## src/rtl/jtdd_pkg.sv

```systemverilog
// Shared definitions for the scroll tile ROM request path:
// the FSM state encoding and the SDRAM word address width.
package jtdd_pkg;

  localparam int SDRAM_AW = 22;

  typedef enum logic [1:0] {
    ST_IDLE = 2'd0,
    ST_REQ  = 2'd1,
    ST_WAIT = 2'd2
  } romrq_state_t;

endpackage

```

## src/rtl/jtdd_romrq_line.sv

```systemverilog
// One cache line holding a tag, a valid bit and a 16-bit data word.
// The compare against the incoming address is combinational.
module jtdd_romrq_line #(
  parameter int AW = 17
) (
  input  logic          clk,
  input  logic          rst,
  input  logic [AW-1:0] addr,
  input  logic          wr,
  input  logic [AW-1:0] wr_tag,
  input  logic [15:0]   wr_data,
  output logic          hit,
  output logic [15:0]   data
);

  logic [AW-1:0] tag;
  logic          valid;

  always_ff @(posedge clk or posedge rst) begin
    if (rst) begin
      tag   <= '0;
      valid <= 1'b0;
      data  <= 16'h0;
    end else if (wr) begin
      tag   <= wr_tag;
      valid <= 1'b1;
      data  <= wr_data;
    end
  end

  assign hit = valid && (addr == tag);

endmodule

```

## src/rtl/jtdd_scr_romrq.sv

```systemverilog
// Scroll tile ROM request cache: serves hits from a cached line and fetches
// misses over the SDRAM port. Define JTDD_SCR_DUALLINE_EN for two LRU lines.
module jtdd_scr_romrq
  import jtdd_pkg::*;
#(
  parameter logic [SDRAM_AW-1:0] OFFSET = 22'h0,
  parameter int                  AW     = 17
) (
  input  logic                clk,
  input  logic                rst,
  input  logic [AW-1:0]       addr,
  input  logic                addr_ok,
  output logic [15:0]         dout,
  output logic                data_ok,
  output logic [SDRAM_AW-1:0] sdram_addr,
  output logic                sdram_req,
  input  logic                sdram_ack,
  input  logic                data_read,
  input  logic [15:0]         sdram_din
);

  romrq_state_t  state;
  logic [AW-1:0] pending;
  logic          hit;
  logic [15:0]   line_data;
  logic          fill;

  // A data_read in REQ only counts when it arrives together with the ack.
  assign fill = ((state == ST_WAIT) && data_read) ||
                ((state == ST_REQ) && sdram_ack && data_read);

`ifdef JTDD_SCR_DUALLINE_EN
  logic        hit0, hit1;
  logic [15:0] data0, data1;
  logic        lru;

  jtdd_romrq_line #(.AW(AW)) u_line0 (
    .clk     (clk),
    .rst     (rst),
    .addr    (addr),
    .wr      (fill && !lru),
    .wr_tag  (pending),
    .wr_data (sdram_din),
    .hit     (hit0),
    .data    (data0)
  );

  jtdd_romrq_line #(.AW(AW)) u_line1 (
    .clk     (clk),
    .rst     (rst),
    .addr    (addr),
    .wr      (fill && lru),
    .wr_tag  (pending),
    .wr_data (sdram_din),
    .hit     (hit1),
    .data    (data1)
  );

  // lru names the line to replace next; a fill makes the written line MRU.
  always_ff @(posedge clk or posedge rst) begin
    if (rst) begin
      lru <= 1'b0;
    end else if (fill) begin
      lru <= ~lru;
    end else if (addr_ok && hit0) begin
      lru <= 1'b1;
    end else if (addr_ok && hit1) begin
      lru <= 1'b0;
    end
  end

  assign hit       = hit0 || hit1;
  assign line_data = hit1 ? data1 : data0;
`else
  jtdd_romrq_line #(.AW(AW)) u_line (
    .clk     (clk),
    .rst     (rst),
    .addr    (addr),
    .wr      (fill),
    .wr_tag  (pending),
    .wr_data (sdram_din),
    .hit     (hit),
    .data    (line_data)
  );
`endif

  always_ff @(posedge clk or posedge rst) begin
    if (rst) begin
      state     <= ST_IDLE;
      pending   <= '0;
      sdram_req <= 1'b0;
    end else begin
      case (state)
        ST_IDLE: begin
          if (addr_ok && !hit) begin
            pending   <= addr;
            sdram_req <= 1'b1;
            state     <= ST_REQ;
          end
        end
        ST_REQ: begin
          if (sdram_ack) begin
            sdram_req <= 1'b0;
            state     <= data_read ? ST_IDLE : ST_WAIT;
          end
        end
        ST_WAIT: begin
          if (data_read) state <= ST_IDLE;
        end
        default: begin
          state     <= ST_IDLE;
          sdram_req <= 1'b0;
        end
      endcase
    end
  end

  assign sdram_addr = OFFSET + {{(SDRAM_AW-AW){1'b0}}, pending};
  assign dout       = line_data;
  assign data_ok    = addr_ok && hit;

endmodule

```

## config.mk

```make
export PLATFORM = sky130hd
export DESIGN_NAME = jtdd_scr_romrq
export DESIGN_NICKNAME = d
export VERILOG_FILES = /design/src/rtl/jtdd_pkg.sv /design/src/rtl/jtdd_romrq_line.sv /design/src/rtl/jtdd_scr_romrq.sv
export SDC_FILE = /design/constraint.sdc
export NUM_CORES = 1
export LEC_CHECK = 0
export ABC_AREA = 1
export BUFFER_PORTS_ARGS = -buffer_cell sky130_fd_sc_hd__buf_2
export CAP_MARGIN = 5
export CORE_MARGIN = 5
export CORE_UTILIZATION = 39
export CTS_BUF_LIST = sky130_fd_sc_hd__clkbuf_8
export DETAILED_ROUTE_END_ITERATION = 10
export GPL_ROUTABILITY_DRIVEN = 0
export PLACE_DENSITY = 0.61
export SLEW_MARGIN = 20
export SYNTH_ARGS = -nofsm -noshare
export SYNTH_HDL_FRONTEND = slang
export SYNTH_SLANG_ARGS = --single-unit
```

## constraint.sdc

```tcl
create_clock -name clk -period 1.7 [get_ports clk]
set_input_delay 0.17 -clock clk [delete_from_list [all_inputs] [get_ports clk]]
set_output_delay 0.17 -clock clk [all_outputs]
set_load 0.01 [all_outputs]
```

[Word-level counts from Yosys, hierarchy flattened]
Index checks and enable logic that the tools add are counted.
Storage, ports and cells
  register bits after elaboration: 54
  input port bits: 38
  output and inout port bits: 40
  word-level logic and storage cells: 33
Operators by class
  equal/unequal tests: 6
  muxes and demuxes: 8
  bitwise gates (word level): 1
  reductions and logical operators: 12
Operator list (count)
  17-bit equality test: 1
  2-bit 2-to-1 mux: 4
  1-bit logical AND: 6
  2-bit != test (second input constant): 3
  2-bit case mux with 3 select lines: 1
  3-bit AND reduction: 2
  1-bit case mux with 3 select lines: 1
  2-bit by 1-bit equality test with 1-bit output (second input constant): 1
  2-bit equality test (second input constant): 1
  2-bit zero test: 1
  1-bit 2-to-1 mux: 2
  2-bit AND reduction: 1
  1-bit zero test: 1
  1-bit logical OR: 1
  1-bit NOT: 1

[Logic depth before layout (Yosys ltp)]
Gate-level depths: netlist of run 1.
  depth after elaboration: 6
  gate-level depth with buffers: 11
  depth with buffers taken out: 10

[Modules after synthesis]
A second synthesis of run 1 with hierarchy kept.
Second synthesis, totals
  cells, all modules: 318
  area, all modules: 2578.7 µm²
Modules (own cells, without submodules)
  jtdd_romrq_line: times used 1, cells each 215, area an instance 1587.8 µm², sequential area each 850.8 µm²
  jtdd_scr_romrq: times used 1, cells each 103, area an instance 991.0 µm², sequential area each 500.5 µm²

[Worst setup path before layout of run 1]
Ideal clock, no wire load.
  kind: reg-to-output
  start: register u_line.tag[8]
  end: output port data_ok
  arrival time: 1253 ps
  data required time: 1530 ps
  slack: 277 ps
  stages on the path, launching flop included: 9
  buffers on the path: 1
  cell sequence: dfrtp_1 > nor2_1 > nor2_1 > nor2_1 > nand2_1 > nor2_2 > nand3_4 > buf_2 > nor2_1
Between the ends
  word-level cells in the longest chain between the ends: 3
Ends and longest elaborated chain
  from (decl): RTL line jtdd_romrq_line.sv:16  | logic [AW-1:0] tag;
  from (signal assigned): RTL line jtdd_romrq_line.sv:25  | tag <= wr_tag;
  17-bit equality test: RTL line jtdd_romrq_line.sv:31  | assign hit = valid && (addr == tag);
  1-bit logical AND: RTL line jtdd_romrq_line.sv:31
  1-bit logical AND: RTL line jtdd_scr_romrq.sv:120  | assign data_ok = addr_ok && hit;
  to (decl): RTL line jtdd_scr_romrq.sv:14  | output logic data_ok,
Every way passes these cells.

[Worst setup path after layout of run 1]
  start: register u_line.tag[5]
  end: output port data_ok
Same word-level chain as after synthesis.

==> impl_metrics.py, run 1 <==
metrics = {
    "outcome": {
        "outcome": "complete, no violations",
    },
    "floorplanning": {
        "num_io_pins": 78,
        "die_width_um": 89.3,
        "num_rows": 28,
        "dieArea_um2": 7980,
        "initial_core_util": 0.407,
        "core_region_area_um2": 6030,
        "die_h_um": 89.3,
    },
    "clocking": {
        "clkLatencyLatePin_ps": 300,
        "cts_root_buffer": "clkbuf_8",
        "clkSinkCount": 54,
        "clockBufferDepth": 2,
        "cts_tree": "done",
        "htree_levels": 2,
        "path_clk_slew_ps": 90,
        "cts_made_buffers": 5,
    },
    "final_layout": {
        "area_delta_synth_final_pct": 23.5,
        "drive_above_1_share": 0.315,
        "final.fill_count": 588,
        "nNetsFinal": 377,
        "seqCellArea_um2": 1350,
        "n_antenna_cell": 0,
        "stdcell_area_um2": 3030,
        "multiInputGateArea_um2": 928,
    },
    "setup_path": {
        "cp.arrival_ps": 1470,
        "crit_path_top_delay_cell": "dfrtp_1",
        "cpMostUsedCell": "nand2_1",
        "cp_cell_sequence": "nand2_1 > nand2_1 > nor2_1 > nand2_1 > nor2_2 > nand3_4 > nor2_1 > buf_2",
        "critical_path.max_stage_delay_ps": 410,
        "cpLargestDelayFamily": "simple AND/OR/NAND/NOR gates",
        "worstSetupPathDepth": 8,
        "cp-endpoint": "data_ok",
        "required_ps": 1530,
        "startpoint_type": "register",
        "path_buf_inv": 1,
        "critPathKind": "reg -> out",
        "timing.rr.end": "pending[12]",
        "rr_startpoint": "u_line.tag[5]",
        "r2r_cells": 10,
        "startpoint": "u_line.tag[5]",
        "crit_fanout": 3,
        "crit_path_end_kind": "output port",
        "r2r_slack_ps": 170,
    },
    "synthesis": {
        "synthCells": 259,
        "synth_common_cells": "nand2_1, dfrtp_1, inv_1, mux2_1, nand3_1",
        "yosysWarnings": 0,
        "synth-seq-cells": 54,
        "ys_top_cells_by_area": "dfrtp_1, nand2_1, mux2_1",
        "ys.flop_type": "dfrtp_1",
        "ys_seq_area_frac": 0.551,
        "async_flop_share": 1.00,
        "yosysUniqueCellTypes": 21,
        "synth_top_area_frac": 0.551,
        "syn-cell-area_um2": 2450,
        "avgSynthCellArea_um2": 9.47,
        "synth_edf_count": 0,
        "synth_top_area_cell": "dfrtp_1",
        "synth_most_common_cell": "nand2_1",
    },
    "sta": {
        "max_freq_ghz": 0.609,
        "fin_skew_ps": 9.31,
        "fin_crit_ps": 1640,
        "hold_violations": 0,
        "finalWorstSetupSlack_ps": 57.6,
        "finalCritPeriodShare": 0.966,
        "rsz0062_at_grt": "true",
        "final-setup-viol-count": 0,
        "final_max_slew_viol_count": 0,
    },
    "routing": {
        "wl_per_cell_um": 12.3,
        "vias": 1862,
        "routed_wirelength_mm": 5.12,
        "first_pass_iters": 4,
        "via_per_inst": 4.49,
        "drc_errors": 0,
        "drtAntennaViolNets": 0,
        "drtIter0Drc": 66,
    },
    "power_and_ir_drop": {
        "p_leak_uw": 0.00167,
        "max-vdd-ir-drop_v": 0.000838,
        "total_power_uw": 4520,
        "power_density_nw_per_um2": 1490,
    },
    "placed_design": {
        "port_buffers": 72,
        "hpwl_mm": 3.91,
        "dpl_cell_area_um2": 2910,
        "place_ws_ps": 207,
    },
    "global_route": {
        "grtUsageMet1": 0.181,
        "grt_start_max_net_pins": 30,
        "top_usage_layer": "met2",
        "grt_overflow": 0,
        "grt_pass1_vias": 1814,
        "grt_pass1_wl_mm": 8.47,
        "grt_usage": 0.138,
        "grt_use_met2": 0.218,
        "antenna_found_initial": 0,
        "use_met3": 0.0507,
    },
    "run": {
        "maxCapViolations": 0,
    },
    "hold_path": {
        "whs_path_depth": 2,
        "hp-class": "in -> reg",
    },
}
==> state kept, by name, summed over array words and instances, names as in the netlist <==
signal / count
sdram_req: 1
pending: 17
u_line.valid: 1
state: 2
u_line.tag: 17
u_line.data: 16
==> cells in the final DEF (no fill, tap or decap), drive strengths merged <==
master,count
xnor2,4
nor2,21
conb,5
a21oi,11
nor3,1
dlygate4sd3,1
nand3,21
o21ai,2
nand2,77
or2,2
buf,80
mux2,24
clkbuf,6
inv,30
dfrtp,54
clkinv,1
==> where the power goes <==
part	switching (µW)	total [µW]	internal [µW]
Sequential	340	2180	1840
Combinational	870	1620	755
Clock	390	714	323
==> worst min-delay path by stage <==
stage              start              end
2_1_floorplan  data_read         state[1]
3_3_place_gp         rst  u_line.data[14]
3_5_place_dp         rst  u_line.data[14]
4_1_cts        data_read         state[1]
5_1_grt        data_read         state[1]
6_report       data_read         state[1]
==> worst register-to-register path, stage by stage, from the launching register on <==
cell and delay (ps):
dfrtp_1 410, nand2_1 70, nand2_1 60, nor2_1 100
nand2_1 70, nor2_2 140, nand3_4 80, buf_4 190
buf_4 180, nand3_1 70, nand2_1 50
==> cell families after synthesis <==
group | Yosys count | synth area share
muxes | 24 | 0.110
AOI/OAI and AO/OA | 13 | 0.0265
other | 1 | 0.00153
and+or+nand+nor | 122 | 0.216
buffers and inverters | 41 | 0.0811
DFF | 54 | 0.551
xor gates and xnor gates | 4 | 0.0143
==> stage by stage <==
stage / utilization / hold WS, ps / TNS, ps / std cells
after global placement: 0.483 / 212 / 0 / 405
after CTS: 0.501 / 20.9 / 0 / 415
after global routing: 0.503 / 32.9 / -70.9 / 415
after floorplan: - / 233 / 0 / 263
final: 0.503 / 34.7 / 0 / 415
after detailed placement: 0.483 / 215 / 0 / 405
==> what timing repair did <==
action	CTS	global route
hold buffers	1	0
endpoints found under the hold margin	19	0
setup buffers	1	0
gates resized for setup	1	4
endpoints found under the setup margin	1	1
pin swaps	0	4
==> per-layer routing <==
metal / vias up / routed length [µm] / share of wire
li1: 958 / - / -
met1: 852 / 2280 / 0.44
met2: 48 / 2410 / 0.47
met3: 4 / 403 / 0.079
met4: 0 / 33 / 0.0064
met5: - / 0 / 0
==> layout make-up <==
type	instances	area share
Tap cell	75	0.0310
Clock inverter	2	0.00289
Multi-Input combinational cell	168	0.306
Timing Repair Buffer	81	0.150
Sequential cell	54	0.446
Inverter	29	0.0359
Clock buffer	6	0.0273
No activity file was read; power rests on OpenSTA's default activity.
==> inputs of run 2 (changes only) <==
CORE_UTILIZATION = 35   (was 39)
PLACE_DENSITY = 0.55   (was 0.61)
==> run 2 against run 1 <==
Against the previous run:
- global-route usage is 0.70 points lower
- hold slack improved by 3.9 ps
- sequential power about the same
- clock power up 11%
- via count is 0.48% higher
- routed wire length is 5.8% higher
- critical endpoint unchanged
==> impl_metrics.py, run 2 (synthesized netlist as in run 1, its figures left out) <==
metrics = {
    "floorplanning": {
        "num_rows": 30,
        "initial_core_util": 0.361,
        "die_width_um": 93.7,
        "die_h_um": 93.7,
        "num_io_pins": 78,
        "dieArea_um2": 8780,
        "core_region_area_um2": 6790,
    },
    "global_route": {
        "grt_usage": 0.132,
        "grt_pass1_wl_mm": 9.17,
        "grt_start_max_net_pins": 30,
        "grt_pass1_vias": 1940,
        "grt_overflow": 0,
        "antenna_found_initial": 0,
    },
    "sta": {
        "final-setup-viol-count": 0,
        "final_max_slew_viol_count": 0,
        "hold_violations": 0,
        "rsz0062_at_grt": "true",
        "finalCritPeriodShare": 0.985,
        "fin_skew_ps": 9.67,
        "max-slew-margin-rel": 0.623,
        "max_freq_ghz": 0.597,
        "fin_crit_ps": 1670,
        "max_slew.worst_pin.slew_ps": 565,
    },
    "final_layout": {
        "final_core_util": 0.454,
        "drive_above_1_share": 0.310,
        "final.fill_count": 679,
        "top_regs": "pending x17, u_line.tag x17, u_line.data x16",
        "mostFrequentLayoutCells": "nand2_1, buf_2, dfrtp_1",
        "nNetsFinal": 376,
        "final_cell_count_no_fill": 435,
        "mostFrequentLayoutCell": "nand2_1",
        "multiInputGateArea_um2": 940,
        "seqCellArea_um2": 1350,
        "n_antenna_cell": 0,
        "stdcell_area_um2": 3090,
        "area_delta_synth_final_pct": 25.8,
    },
    "routing": {
        "first_pass_iters": 4,
        "drc_errors": 0,
        "drtIter0Drc": 56,
        "vias": 1871,
        "wl_per_cell_um": 12.5,
        "routed_wirelength_mm": 5.42,
        "drtAntennaViolNets": 0,
        "via_per_inst": 4.30,
    },
    "placed_design": {
        "dp.cells": 425,
        "port_buffers": 72,
        "dpl_cell_area_um2": 2940,
        "hpwl_mm": 4.03,
    },
    "setup_path": {
        "critical_path.max_stage_delay_ps": 400,
        "startpoint_type": "register",
        "crit_path_top_delay_cell": "dfrtp_1",
        "crit_fanout": 3,
        "cp_cell_sequence": "nor2_1 > nor2_1 > nor2_1 > nand2_1 > nor2_2 > nand3_4 > nor2_2 > buf_2",
        "cp.arrival_ps": 1500,
        "critPathKind": "reg -> out",
        "cpMostUsedCell": "nor2_1",
        "required_ps": 1530,
        "crit_path_end_kind": "output port",
        "path_buf_inv": 1,
        "cpLargestDelayFamily": "simple AND/OR/NAND/NOR gates",
    },
    "run": {
        "maxCapViolations": 0,
    },
    "clocking": {
        "clkLatencyLatePin_ps": 300,
        "cts_tree": "done",
        "cts_made_buffers": 5,
        "cts_root_buffer": "clkbuf_8",
        "clockBufferDepth": 2,
        "htree_levels": 2,
        "path_clk_slew_ps": 100,
        "clkSinkCount": 54,
    },
    "power_and_ir_drop": {
        "total_power_uw": 4620,
        "p_leak_uw": 0.00168,
        "power_density_nw_per_um2": 1500,
        "max-vdd-ir-drop_v": 0.000645,
    },
    "hold_path": {
        "hp-class": "in -> reg",
    },
    "outcome": {
        "outcome": "complete, no violations",
    },
}
run 2: cell types whose count changed in the layout (fill, tap and decap cells not counted):
cell      previous run  this run
clkbuf_8             6         7
clkinv_2             1         0
inv_2                6         5
clkinv_4             0         1
nand2_8              0         1
nor2_2               5         3
nor2_1              16        17
buf_12               2         3
nor2_4               0         1
nand2_4              1         0
buf_4                6         4
run 2: layout make-up:
class,instances,share of cell area
clock inverter,1,0.00284
timing repair buffer,80,0.149
sequential,54,0.438
inverter,29,0.0353
multi-input combinational,168,0.305
tap,96,0.0389
clock buffer,7,0.0312
run 2: worst paths after layout:
path | depth (start not counted) | start | slack (ps) | endpoint
min in group asynchronous | 3 | rst | 460 | state[0]
worst min register to register | 2 | u_line.valid | 470 | u_line.valid
worst min-delay path | 2 | data_read | 40 | state[1]
max in group asynchronous | 4 | rst | 680 | pending[12]
worst max register to register | 10 | u_line.tag[8] | 130 | pending[5]
worst max-delay path | 8 | u_line.tag[8] | 30 | data_ok
run 2: repair_timing:
item                                    CTS  global route
hold buffers                              1             0
endpoints found under the setup margin    1            20
pin swaps                                 1             1
resized for setup                         2             3
endpoints found under the hold margin    25             0
buffers inserted                          1             0
run 2: power breakdown:
| part | switching [µW] | leakage (µW) | internal, µW |
|---|---|---|---|
| registers | 343 | 0.000643 | 1840 |
| logic | 878 | 0.000978 | 762 |
| clock network | 420 | 0.0000544 | 374 |
run 2: worst register-to-register path, cell delays in order (launching register included):
cell	delay, ps
dfrtp_1	400
nor2_1	100
nor2_1	50
nor2_1	90
nand2_1	80
nor2_2	160
nand3_4	90
buf_4	200
buf_4	180
nand3_1	70
nand2_1	60
run 2: routing by layer:
layer / part of all wire / global-route usage
met5: 0 / 0
met4: 0 / 0.0253
met3: 0.076 / 0.0441
met2: 0.48 / 0.204
met1: 0.45 / 0.180
run 2: through the flow:
stage	worst slack [ps]	setup TNS (ps)	hold slack, ps
6_report	25.7	0	38.6
2_1_floorplan	215	0	233
3_3_place_gp	205	0	273
4_1_cts	16.7	0	27.7
3_5_place_dp	186	0	271
5_1_grt	-102	-145	24.7
==> inputs of run 3 (changes only) <==
CORE_UTILIZATION = 44   (was 35)
PLACE_DENSITY = 0.68   (was 0.55)
==> run 3 against run 2 <==
Against the previous run:
- routed wire length is 4.0% lower
- register-to-register slack gained 30 ps
- cell count fell by 4.6%
- design area is 0.12% lower
- critical path type unchanged
- largest cell class unchanged
- highest routed layer is now met4
==> impl_metrics.py, run 3 (synthesized netlist as in run 1, its figures left out) <==
metrics = {
    "floorplanning": {
        "num_io_pins": 78,
        "die_width_um": 84.7,
        "die_h_um": 84.7,
        "dieArea_um2": 7170,
        "num_rows": 27,
        "initial_core_util": 0.448,
        "core_region_area_um2": 5470,
    },
    "routing": {
        "via_per_inst": 4.63,
        "wl_per_cell_um": 12.5,
        "drtIter0Drc": 90,
        "first_pass_iters": 4,
        "routed_wirelength_mm": 5.20,
        "drc_errors": 0,
        "drtAntennaViolNets": 0,
        "vias": 1921,
    },
    "setup_path": {
        "cp-endpoint": "data_ok",
        "startpoint_type": "register",
        "cp.arrival_ps": 1480,
        "crit_path_top_delay_cell": "dfrtp_1",
        "timing.rr.end": "pending[16]",
        "cpMostUsedCell": "nor2_1",
        "r2r_cells": 10,
        "cp_cell_sequence": "nor2_1 > nor2_1 > nor2_1 > nand2_1 > nor2_2 > nand3_4 > nor2_2 > buf_2",
        "critPathKind": "reg -> out",
        "crit_fanout": 3,
        "r2r_slack_ps": 160,
        "worstSetupPathDepth": 8,
        "crit_path_end_kind": "output port",
        "cpLargestDelayFamily": "simple AND/OR/NAND/NOR gates",
        "rr_startpoint": "u_line.tag[8]",
        "required_ps": 1530,
        "startpoint": "u_line.tag[8]",
        "path_buf_inv": 1,
        "critical_path.max_stage_delay_ps": 410,
    },
    "clocking": {
        "clkSinkCount": 54,
        "htree_levels": 2,
        "clockBufferDepth": 2,
        "cts_tree": "done",
        "cts_root_buffer": "clkbuf_8",
        "path_clk_slew_ps": 100,
        "cts_made_buffers": 5,
        "clkLatencyLatePin_ps": 310,
    },
    "power_and_ir_drop": {
        "max-vdd-ir-drop_v": 0.000721,
        "p_leak_uw": 0.00169,
        "power_density_nw_per_um2": 1520,
    },
    "sta": {
        "finalCritPeriodShare": 0.970,
        "fin_skew_ps": 10.0,
        "tns_ps": 0,
        "hold_violations": 0,
        "max-slew-margin-rel": 0.665,
        "rsz0062_at_grt": "true",
        "final-setup-viol-count": 0,
        "fin_crit_ps": 1650,
        "max_freq_ghz": 0.606,
        "max_slew.worst_pin.slew_ps": 502,
        "final_max_slew_viol_count": 0,
    },
    "final_layout": {
        "drive_above_1_share": 0.324,
        "mostFrequentLayoutCells": "nand2_1, buf_2, dfrtp_1",
        "top_regs": "pending x17, u_line.tag x17, u_line.data x16",
        "n_antenna_cell": 0,
        "area_delta_synth_final_pct": 25.6,
        "nNetsFinal": 380,
        "final_core_util": 0.563,
        "mostFrequentLayoutCell": "nand2_1",
    },
    "placed_design": {
        "hpwl_mm": 3.90,
        "port_buffers": 72,
    },
    "global_route": {
        "antenna_found_initial": 0,
        "grt_start_max_net_pins": 26,
        "grt_pass1_wl_mm": 8.85,
        "grt_overflow": 0,
        "grt_pass1_vias": 1960,
        "grt_usage": 0.153,
    },
    "outcome": {
        "outcome": "complete, no violations",
    },
    "run": {
        "maxCapViolations": 0,
    },
    "hold_path": {
        "hp-class": "in -> reg",
    },
}
-- run 3: repair_timing --
item	4_1_cts	5_1_grt
cloned	0	0
pin swaps	1	12
setup endpoints to repair	1	11
hold buffers	1	0
endpoints found under the hold margin	21	0
buffers inserted	1	1
resized for setup	1	7
-- run 3: how the worst min path moves through the flow --
stage	from	end	depth (start not counted)
final	data_read	state[1]	2
after global placement	rst	u_line.data[5]	2
after floorplan	data_read	state[1]	1
after detailed placement	rst	u_line.data[5]	2
after CTS	data_read	state[1]	2
after global routing	data_read	state[1]	2
-- run 3: layout make-up --
cell class | count | area (µm²)
Clock inverter | 3 | 41.3
Fill cell | 520 | 2390
Timing Repair Buffer | 84 | 478
Sequential cell | 54 | 1350
Tap cell | 72 | 90.1
Clock buffer | 5 | 68.8
Multi-Input combinational cell | 168 | 943
Inverter | 29 | 109
-- run 3: worst register-to-register path: stages (launching register included) --
cell and delay (ps):
dfrtp_1 410, nor2_1 100, nor2_1 50, nor2_1 80
nand2_1 70, nor2_2 150, nand3_4 80, buf_4 200
buf_4 180, nand3_1 70, nand2_1 60
-- run 3: routing by layer --
metal | GRT usage | part of all wire
met1 | 0.187 | 0.42
met2 | 0.253 | 0.49
met3 | 0.0559 | 0.074
met4 | 0.0489 | 0.014
met5 | 0 | 0
-- run 3: through the flow --
stage	hold WS [ps]	cells	setup slack [ps]	power (µW)	area [µm²]
after global routing	23.4	415	-87.3	5080	3080
after CTS	18.3	414	21.7	4720	3050
final	26.7	415	50.9	4700	3080
after floorplan	233	263	215	3210	2470
after global placement	238	404	241	3800	2920
after detailed placement	228	404	192	3860	2920
-- run 3: where the power goes --
part	leakage, µW	switching [µW]	internal (µW)
combinational	0.000988	874	780
clock	0.0000556	419	434
sequential	0.000643	348	1840
